<file path="config.mk">
export PLATFORM = sky130hd
export DESIGN_NAME = id_ex_ctrl_pipe
export DESIGN_NICKNAME = d
export VERILOG_FILES = /design/src/rtl/id_ex_ctrl_pipe.sv
export SDC_FILE = /design/constraint.sdc
export NUM_CORES = 1
export LEC_CHECK = 0
export CELL_PAD_IN_SITES_DETAIL_PLACEMENT = 1
export CELL_PAD_IN_SITES_GLOBAL_PLACEMENT = 1
export CORE_MARGIN = 3
export CORE_UTILIZATION = 42
export CTS_BUF_LIST = sky130_fd_sc_hd__clkbuf_4 sky130_fd_sc_hd__clkbuf_8
export DETAILED_ROUTE_END_ITERATION = 8
export PLACE_DENSITY_LB_ADDON = 0.25
export REMOVE_ABC_BUFFERS = 1
export SETUP_SLACK_MARGIN = 0.4
export SYNTH_ARGS = -nofsm -noshare
export SYNTH_HDL_FRONTEND = slang
export SYNTH_SLANG_ARGS = --single-unit
</file>
<file path="constraint.sdc">
create_clock -name clk -period 3.9 [get_ports clk]
set_input_delay 0.78 -clock clk [delete_from_list [all_inputs] [get_ports clk]]
set_output_delay 0.78 -clock clk [all_outputs]
set_load 0.05 [all_outputs]
</file>
<file path="src/rtl/id_ex_ctrl_pipe.sv">
// id_ex_ctrl_pipe: ID-stage opcode decode, ID/EX and EX/MEM control
// registers, RAW hazard detection with bubble insertion on stall or
// taken-branch flush, and a saturating stall-cycle counter.
// Optional feature macro: FORWARDING_EN (when defined, only load-use
// dependencies stall; otherwise any EX or MEM writer of a used source stalls).
module id_ex_ctrl_pipe #(
    parameter int REG_AW      = 5,
    parameter int STALL_CNT_W = 16
) (
    input  logic                   clk,
    input  logic                   rst,
    input  logic [5:0]             opcode,
    input  logic [REG_AW-1:0]      src1,
    input  logic [REG_AW-1:0]      src2,
    input  logic [REG_AW-1:0]      dest,
    input  logic                   freeze,
    input  logic                   br_taken,
    output logic                   hazard_stall,
    output logic [3:0]             ex_exe_cmd,
    output logic                   ex_is_immediate,
    output logic                   ex_mem_r_en,
    output logic                   ex_mem_w_en,
    output logic                   ex_wb_en,
    output logic                   ex_is_single_src,
    output logic                   ex_is_bne,
    output logic [1:0]             ex_br_type,
    output logic [REG_AW-1:0]      ex_dest,
    output logic [STALL_CNT_W-1:0] stall_count
);

    typedef struct packed {
        logic [3:0] exe_cmd;
        logic       is_immediate;
        logic       mem_r_en;
        logic       mem_w_en;
        logic       wb_en;
        logic       is_single_src;
        logic       is_bne;
        logic [1:0] br_type;
        logic       uses_src1;
        logic       uses_src2;
    } ctrl_t;

    // Opcode map; unknown opcodes decode to an all-zero word (NOP)
    function automatic ctrl_t decode(input logic [5:0] op);
        ctrl_t c;
        c = '0;
        case (op)
            6'b000001, 6'b000011, 6'b000101, 6'b000110, 6'b000111,
            6'b001000, 6'b001001, 6'b001010, 6'b001011, 6'b001100: begin
                c.wb_en     = 1'b1;
                c.uses_src1 = 1'b1;
                c.uses_src2 = 1'b1;
                case (op)
                    6'b000011: c.exe_cmd = 4'b0010;
                    6'b000101: c.exe_cmd = 4'b0100;
                    6'b000110: c.exe_cmd = 4'b0101;
                    6'b000111: c.exe_cmd = 4'b0110;
                    6'b001000: c.exe_cmd = 4'b0111;
                    6'b001001,
                    6'b001010: c.exe_cmd = 4'b1000;
                    6'b001011: c.exe_cmd = 4'b1001;
                    6'b001100: c.exe_cmd = 4'b1010;
                    default:   c.exe_cmd = 4'b0000;
                endcase
            end
            6'b100000, 6'b100001, 6'b100100: begin
                c.exe_cmd       = (op == 6'b100001) ? 4'b0010 : 4'b0000;
                c.wb_en         = 1'b1;
                c.is_immediate  = 1'b1;
                c.is_single_src = 1'b1;
                c.mem_r_en      = (op == 6'b100100);
                c.uses_src1     = 1'b1;
            end
            6'b100101: begin
                c.mem_w_en     = 1'b1;
                c.is_immediate = 1'b1;
                c.uses_src1    = 1'b1;
                c.uses_src2    = 1'b1;
            end
            6'b101000: begin
                c.is_immediate = 1'b1;
                c.br_type      = 2'b01;
                c.uses_src1    = 1'b1;
            end
            6'b101001: begin
                c.is_immediate = 1'b1;
                c.br_type      = 2'b10;
                c.is_bne       = 1'b1;
                c.uses_src1    = 1'b1;
                c.uses_src2    = 1'b1;
            end
            6'b101010: begin
                c.is_immediate = 1'b1;
                c.br_type      = 2'b11;
            end
            default: c = '0;
        endcase
        return c;
    endfunction

    // A used, nonzero source equal to a writing stage's destination
    function automatic logic src_match(input logic used, input logic [REG_AW-1:0] src,
                                       input logic wb, input logic [REG_AW-1:0] dst);
        return used && (src != '0) && wb && (src == dst);
    endfunction

    // Counter increment that sticks at all-ones
    function automatic logic [STALL_CNT_W-1:0] sat_inc(input logic [STALL_CNT_W-1:0] v);
        return (&v) ? v : v + 1'b1;
    endfunction

    ctrl_t             id_ctrl;
    logic              mem_wb_en;
    logic [REG_AW-1:0] mem_dest;
    logic              match_ex;
    logic              match_mem;
    logic              raw_hazard;
    logic              bubble;

    assign id_ctrl = decode(opcode);

    // Per-stage source matches against the in-flight writers
    always_comb begin
        match_ex  = src_match(id_ctrl.uses_src1, src1, ex_wb_en, ex_dest)
                  | src_match(id_ctrl.uses_src2, src2, ex_wb_en, ex_dest);
        match_mem = src_match(id_ctrl.uses_src1, src1, mem_wb_en, mem_dest)
                  | src_match(id_ctrl.uses_src2, src2, mem_wb_en, mem_dest);
`ifdef FORWARDING_EN
        // ALU results are forwarded; only a load in EX cannot be
        raw_hazard = ex_mem_r_en & match_ex;
`else
        raw_hazard = match_ex | match_mem;
`endif
    end

    // A flush suppresses the stall: the dependent instruction is being discarded
    assign hazard_stall = raw_hazard & ~br_taken;
    assign bubble       = br_taken | hazard_stall;

    // ---- ID/EX stage boundary: decoded word or bubble ----
    always_ff @(posedge clk or posedge rst) begin
        if (rst) begin
            ex_exe_cmd       <= '0;
            ex_is_immediate  <= 1'b0;
            ex_mem_r_en      <= 1'b0;
            ex_mem_w_en      <= 1'b0;
            ex_wb_en         <= 1'b0;
            ex_is_single_src <= 1'b0;
            ex_is_bne        <= 1'b0;
            ex_br_type       <= '0;
            ex_dest          <= '0;
        end else if (!freeze) begin
            if (bubble) begin
                ex_exe_cmd       <= '0;
                ex_is_immediate  <= 1'b0;
                ex_mem_r_en      <= 1'b0;
                ex_mem_w_en      <= 1'b0;
                ex_wb_en         <= 1'b0;
                ex_is_single_src <= 1'b0;
                ex_is_bne        <= 1'b0;
                ex_br_type       <= '0;
                ex_dest          <= '0;
            end else begin
                ex_exe_cmd       <= id_ctrl.exe_cmd;
                ex_is_immediate  <= id_ctrl.is_immediate;
                ex_mem_r_en      <= id_ctrl.mem_r_en;
                ex_mem_w_en      <= id_ctrl.mem_w_en;
                ex_wb_en         <= id_ctrl.wb_en;
                ex_is_single_src <= id_ctrl.is_single_src;
                ex_is_bne        <= id_ctrl.is_bne;
                ex_br_type       <= id_ctrl.br_type;
                ex_dest          <= dest;
            end
        end
    end

    // ---- EX/MEM stage boundary: advances even while ID is stalled ----
    always_ff @(posedge clk or posedge rst) begin
        if (rst) begin
            mem_wb_en <= 1'b0;
            mem_dest  <= '0;
        end else if (!freeze) begin
            mem_wb_en <= ex_wb_en;
            mem_dest  <= ex_dest;
        end
    end

    // Count non-frozen stall cycles, saturating
    always_ff @(posedge clk or posedge rst) begin
        if (rst) begin
            stall_count <= '0;
        end else if (!freeze && hazard_stall) begin
            stall_count <= sat_inc(stall_count);
        end
    end

endmodule

</file>
Yosys cells after proc, flatten, opt, wreduce, memory -nomap -nowiden. Memory sizes are Yosys's and may differ from the RTL's. Cells that the tools add are included.

Bitwise logic cells: 7. Equality and inequality tests: 21. Add/subtract/negate cells: 1. Reductions and logical operators: 23. Muxes and demuxes: 21.

Operators with widths (count): $eq 6x6->1 const B (7); $eq 6x4->1 const B (5); $eq 5x5->1 (4); $eq 6x3->1 const B (3); $add 16x1->16 const B (1); $reduce_and 16->1 (1); $reduce_or 16->1 (1); $mux 1 (14); $reduce_or 13->1 (1); $reduce_or 12->1 (1); $logic_and 1x1->1 (11); $reduce_bool 5->1 (2); $reduce_or 10->1 (1); $mux 4 (2); $pmux 4 s2 (1); $reduce_or 7->1 (1); $eq 6x1->1 const B (1); $eq 6x2->1 const B (1); $pmux 2 s3 (1); $mux 5 (1); $mux 2 (2); $or 1x1->1 (4); $reduce_or 3->1 (1); $logic_not 2->1 (1); other kinds (4) (5).

Input bits: 25. Word-level logic and storage cells: 86. Bits in read-only memories: 64. Flip-flop bits (word level): 39. Output and inout port bits: 34. Memories kept: 1.

Memory list: (no name shown) (words 16, width 4, read ports 1, clocked after memory_dff 0, wr ports 0, RTL line 54) `case (op)`.

Longest topological paths before layout.
Depth after elaboration: 11. Gate-level depth with buffers: 11. Gate-level depth less buffers: 8.

Least setup slack after synthesis. Ideal clock, no wire load.

Path type: in2out. From: in opcode[0]. To: out hazard_stall. Stages: 10. Path slack: 287 ps. Arrival: 2833 ps. Path through: inv_1 > ha_1 > buf_4 > a21boi_0 > o21ai_1 > a221oi_1 > a32o_1 > buf_6 > buf_6 > nor2b_1.

Cells in the longest elaborated chain, start to end: 9.

RTL lines: start: declaration (RTL line 12) `input logic [5:0] opcode,`; $eq 6x6->1, or another cell as far along (RTL line 48) `case (op)`; $reduce_or 16->1 (no source line) or $reduce_or 12->1 (tied branches); $mux 1 (RTL line 48); $logic_and 1x1->1 (3 in a row) (RTL line 105) `return used && (src != '0) && wb && (src == dst);`; $or 1x1->1 (on tied branches) (RTL line 126, 128); $or 1x1->1 * (RTL line 133) `raw_hazard = match_ex | match_mem;`; $and 1x1->1 * (RTL line 138) `assign hazard_stall = raw_hazard & ~br_taken;`; end: declaration (RTL line 18) `output logic hazard_stall,`.

Every way passes the cells marked *; elsewhere a longest branch is shown, timed or not.

Worst setup path after layout.
From: in opcode[1]. To: out hazard_stall.

The elaborated chain is that of the path after synthesis.

==> results_dict.tcl <==
set metrics [dict create \
    p_switching_uw 249 \
    maxCapViolations 0 \
    ys.flop_type "dfrtp_1" \
    end_kind "output pin" \
    core_um2 5170 \
    clkSinkCount 39 \
    async_flop_share_pct 100 \
    via_per_inst 5.62 \
    cts.root.buffer_cell "clkbuf_8" \
    port_buffers 58 \
    drc_errors 0 \
    clock_latency_ns 0.29 \
    start_util_pct 44.0 \
    synth-seq-cells 39 \
    p_clk_share_pct 34.9 \
    syn_inst 216 \
    num-nets-final 309 \
    hold_viol 0 \
    fin_worst_skew_ns 0.00984 \
    num-fill-cells 563 \
    cts_buffer_depth 2 \
    yosysSeqAreaShare_pct 42.9 \
    fin_tns_setup_ns 0 \
    die_x_um 79.6 \
    holdPathEnd "ex_exe_cmd[1]" \
    dieArea_um2 6340 \
    hold_path.class "reg -> reg" \
    p_comb_share_pct 19.0 \
    antenna_left 0 \
    diodes 0 \
    grt_pass1_vias 2062 \
    drt-initial-drc-count 51 \
    reg2reg_depth 7 \
    cts_tree "built" \
    yosysTopAreaCell "dfrtp_1" \
    firstDrtPassIters 4 \
    period_minus_slack_ns 3.47 \
    p_per_area_nw_per_um2 308 \
    grt-ovfl-total 0 \
    grt_first_pass_wirelength_um 10400 \
    peakVddDrop_mv 0.162 \
    hp-start "ex_exe_cmd[1]" \
    swShare_pct 26.4 \
    cp-start-kind "input pin" \
    required_ns 3.12 \
    cp_max_fo 4 \
    r2r-start "stall_count[0]" \
    r2r_end "stall_count[1]" \
    worst_slack_ns 0.430 \
    hpwlAfterDp_um 4630 \
    avgSynthCellArea_um2 10.5 \
    min_path_cells 2 \
    yosys.area.top_type_share_pct 42.9 \
    drv_slew 0 \
    rows 26 \
    h-tree-depth 2 \
    track_usage_pct 21.1 \
    seqPwrFrac_pct 46.1 \
    gp_congestion 0.923 \
    wl_per_cell_um 18.1 \
    period_share_pct 89.0 \
    syn2layout_area_growth_pct 34.4 \
    die_y_um 79.6 \
    internal_power_uw 694 \
    vias 1957 \
    ys_types 45 \
    pre_cts_ws_ns 0.187 \
    tightest_slew_ns 0.898 \
    yosysWarnings 0 \
    critical_path_class "in -> out" \
    cts_made_buffers 5 \
    rrSetupSlack_ns 1.56 \
    synth_edf_count 0 \
    final_layout_size_suffix_gt1_share_pct 12.9 \
    synthTopCellsByCount "39 x dfrtp_1, 33 x xnor2_1, 17 x nand2_1" \
    antenna_found_initial 0 \
    grt_max_degree 24 \
    syn_area_um2 2280 \
    setup_viol 0 \
    synth_most_common_cell "dfrtp_1" \
    routed_wl_um 6310 \
    synth.top_cells.by_area "dfrtp_1 43%, xnor2_1 13%, mux2_2 3.5%" \
    rsz0062_at_grt "no" \
    fmax_mhz 288 \
    ios 59 \
    max_slew_margin_pct 40.1 \
    cp.arrival_ns 2.69 \
    path_clk_slew_ns 0.07 \
    outcome "complete, no violations" \
    p_leak_uw 0.00125 \
]
==> what timing repair did <==
action | in CTS | in global routing
hold endpoints to repair | 0 | 0
pin swaps | 1 | 1
endpoints found under the setup margin | 1 | 1
hold buffers | 0 | 0
setup buffers | 1 | 1
gates resized for setup | 8 | 2
==> cells by family (layout without fill, tap and decap cells) <==
group	after synthesis	after routing	synth area share [%]
DFF	39	39	42.9
buffers and inverters	16	78	4.29
xor gates and xnor gates	34	34	13.1
AOI/OAI and AO/OA	40	40	14.0
muxes	8	8	3.96
and+or+nand+nor	73	73	18.5
adders and majority gates	6	6	3.30
==> power groups by stage <==
stage	logic [µW]	clock network [µW]	registers (µW)
detailed placement	172	0	443
finish	179	330	435
floorplan	76.2	0	462
global placement	168	0	443
global route	192	360	437
CTS	177	342	435
==> area by class of cell <==
| cell class | instances | area (µm²) | area share [%] |
|---|---|---|---|
| clock inverters | 1 | 30.0 | 0.982 |
| repair buffers | 66 | 649 | 21.2 |
| inverters | 5 | 18.8 | 0.614 |
| flip-flops and latches | 39 | 976 | 31.9 |
| well taps | 70 | 87.6 | 2.86 |
| multi-input cells | 161 | 1220 | 39.9 |
| clock buffers | 6 | 76.3 | 2.50 |
==> worst max path at each step <==
stage | from | endpoint | slack (ns) | depth (start not counted)
floorplan | opcode[0] | hazard_stall | 0.07 | 7
global placement | opcode[0] | hazard_stall | 0.28 | 9
detailed placement | opcode[0] | hazard_stall | 0.19 | 9
CTS | opcode[3] | hazard_stall | 0.43 | 7
global route | opcode[1] | hazard_stall | 0.38 | 9
finish | opcode[1] | hazard_stall | 0.43 | 9
==> through the flow <==
| stage | hold WS (ns) | utilization, % | power (µW) | std cells | cell area (µm²) |
|---|---|---|---|---|---|
| floorplan | 0.502 | - | 538 | 205 | 2200 |
| global placement | 0.467 | 56.5 | 611 | 339 | 2920 |
| detailed placement | 0.474 | 56.5 | 615 | 339 | 2920 |
| CTS | 0.489 | 58.9 | 954 | 347 | 3050 |
| global route | 0.500 | 59.1 | 989 | 348 | 3060 |
| finish | 0.487 | 59.1 | 943 | 348 | 3060 |
==> registers in the layout (all words and copies together) (netlist names) <==
name and flops:
ex_exe_cmd 4, mem_dest 5, ex_is_single_src 1, ex_dest 5
ex_mem_w_en 1, mem_wb_en 1, ex_mem_r_en 1, ex_br_type 2
stall_count 16, ex_is_immediate 1, ex_wb_en 1, ex_is_bne 1
==> critical path: stages <==
cell and delay (ns):
dlygate4sd2_1 0.27, inv_1 0.10, ha_2 0.21, or2_1 0.26, o32ai_2 0.28, o21ai_1 0.15, a32o_1 0.31, nor2b_2 0.18
buf_12 0.15
==> layout by cell type, fill, tap and decap left out, drive strengths merged, types with 2 or more instances in the layout <==
master / synthesis / routed
nand3: 10 / 10
a32o: 7 / 7
mux2: 8 / 8
a22o: 7 / 7
inv: 5 / 5
and2: 3 / 3
nand4: 12 / 12
buf: 8 / 9
nand2: 17 / 17
ha: 6 / 6
nor2b: 4 / 4
clkdlybuf4s50: 0 / 53
dfrtp: 39 / 39
dlygate4sd2: 0 / 3
o21ai: 12 / 12
or2: 3 / 3
nor2: 9 / 9
a211o: 2 / 2
nor3: 2 / 2
xnor2: 33 / 33
and4bb: 3 / 3
o22ai: 4 / 4
clkbuf: 3 / 6
and3: 5 / 5
==> metal layers <==
layer	GRT usage, %	vias to the layer above	routed length, µm	share of wire [%]
met5	0	-	0	0
met1	29.9	989	2990	47
met3	3.61	5	320	5.1
met2	33.3	60	2950	47
met4	5.67	0	54	0.86
li1	-	903	-	-
(Power assumes the default switching activity.)
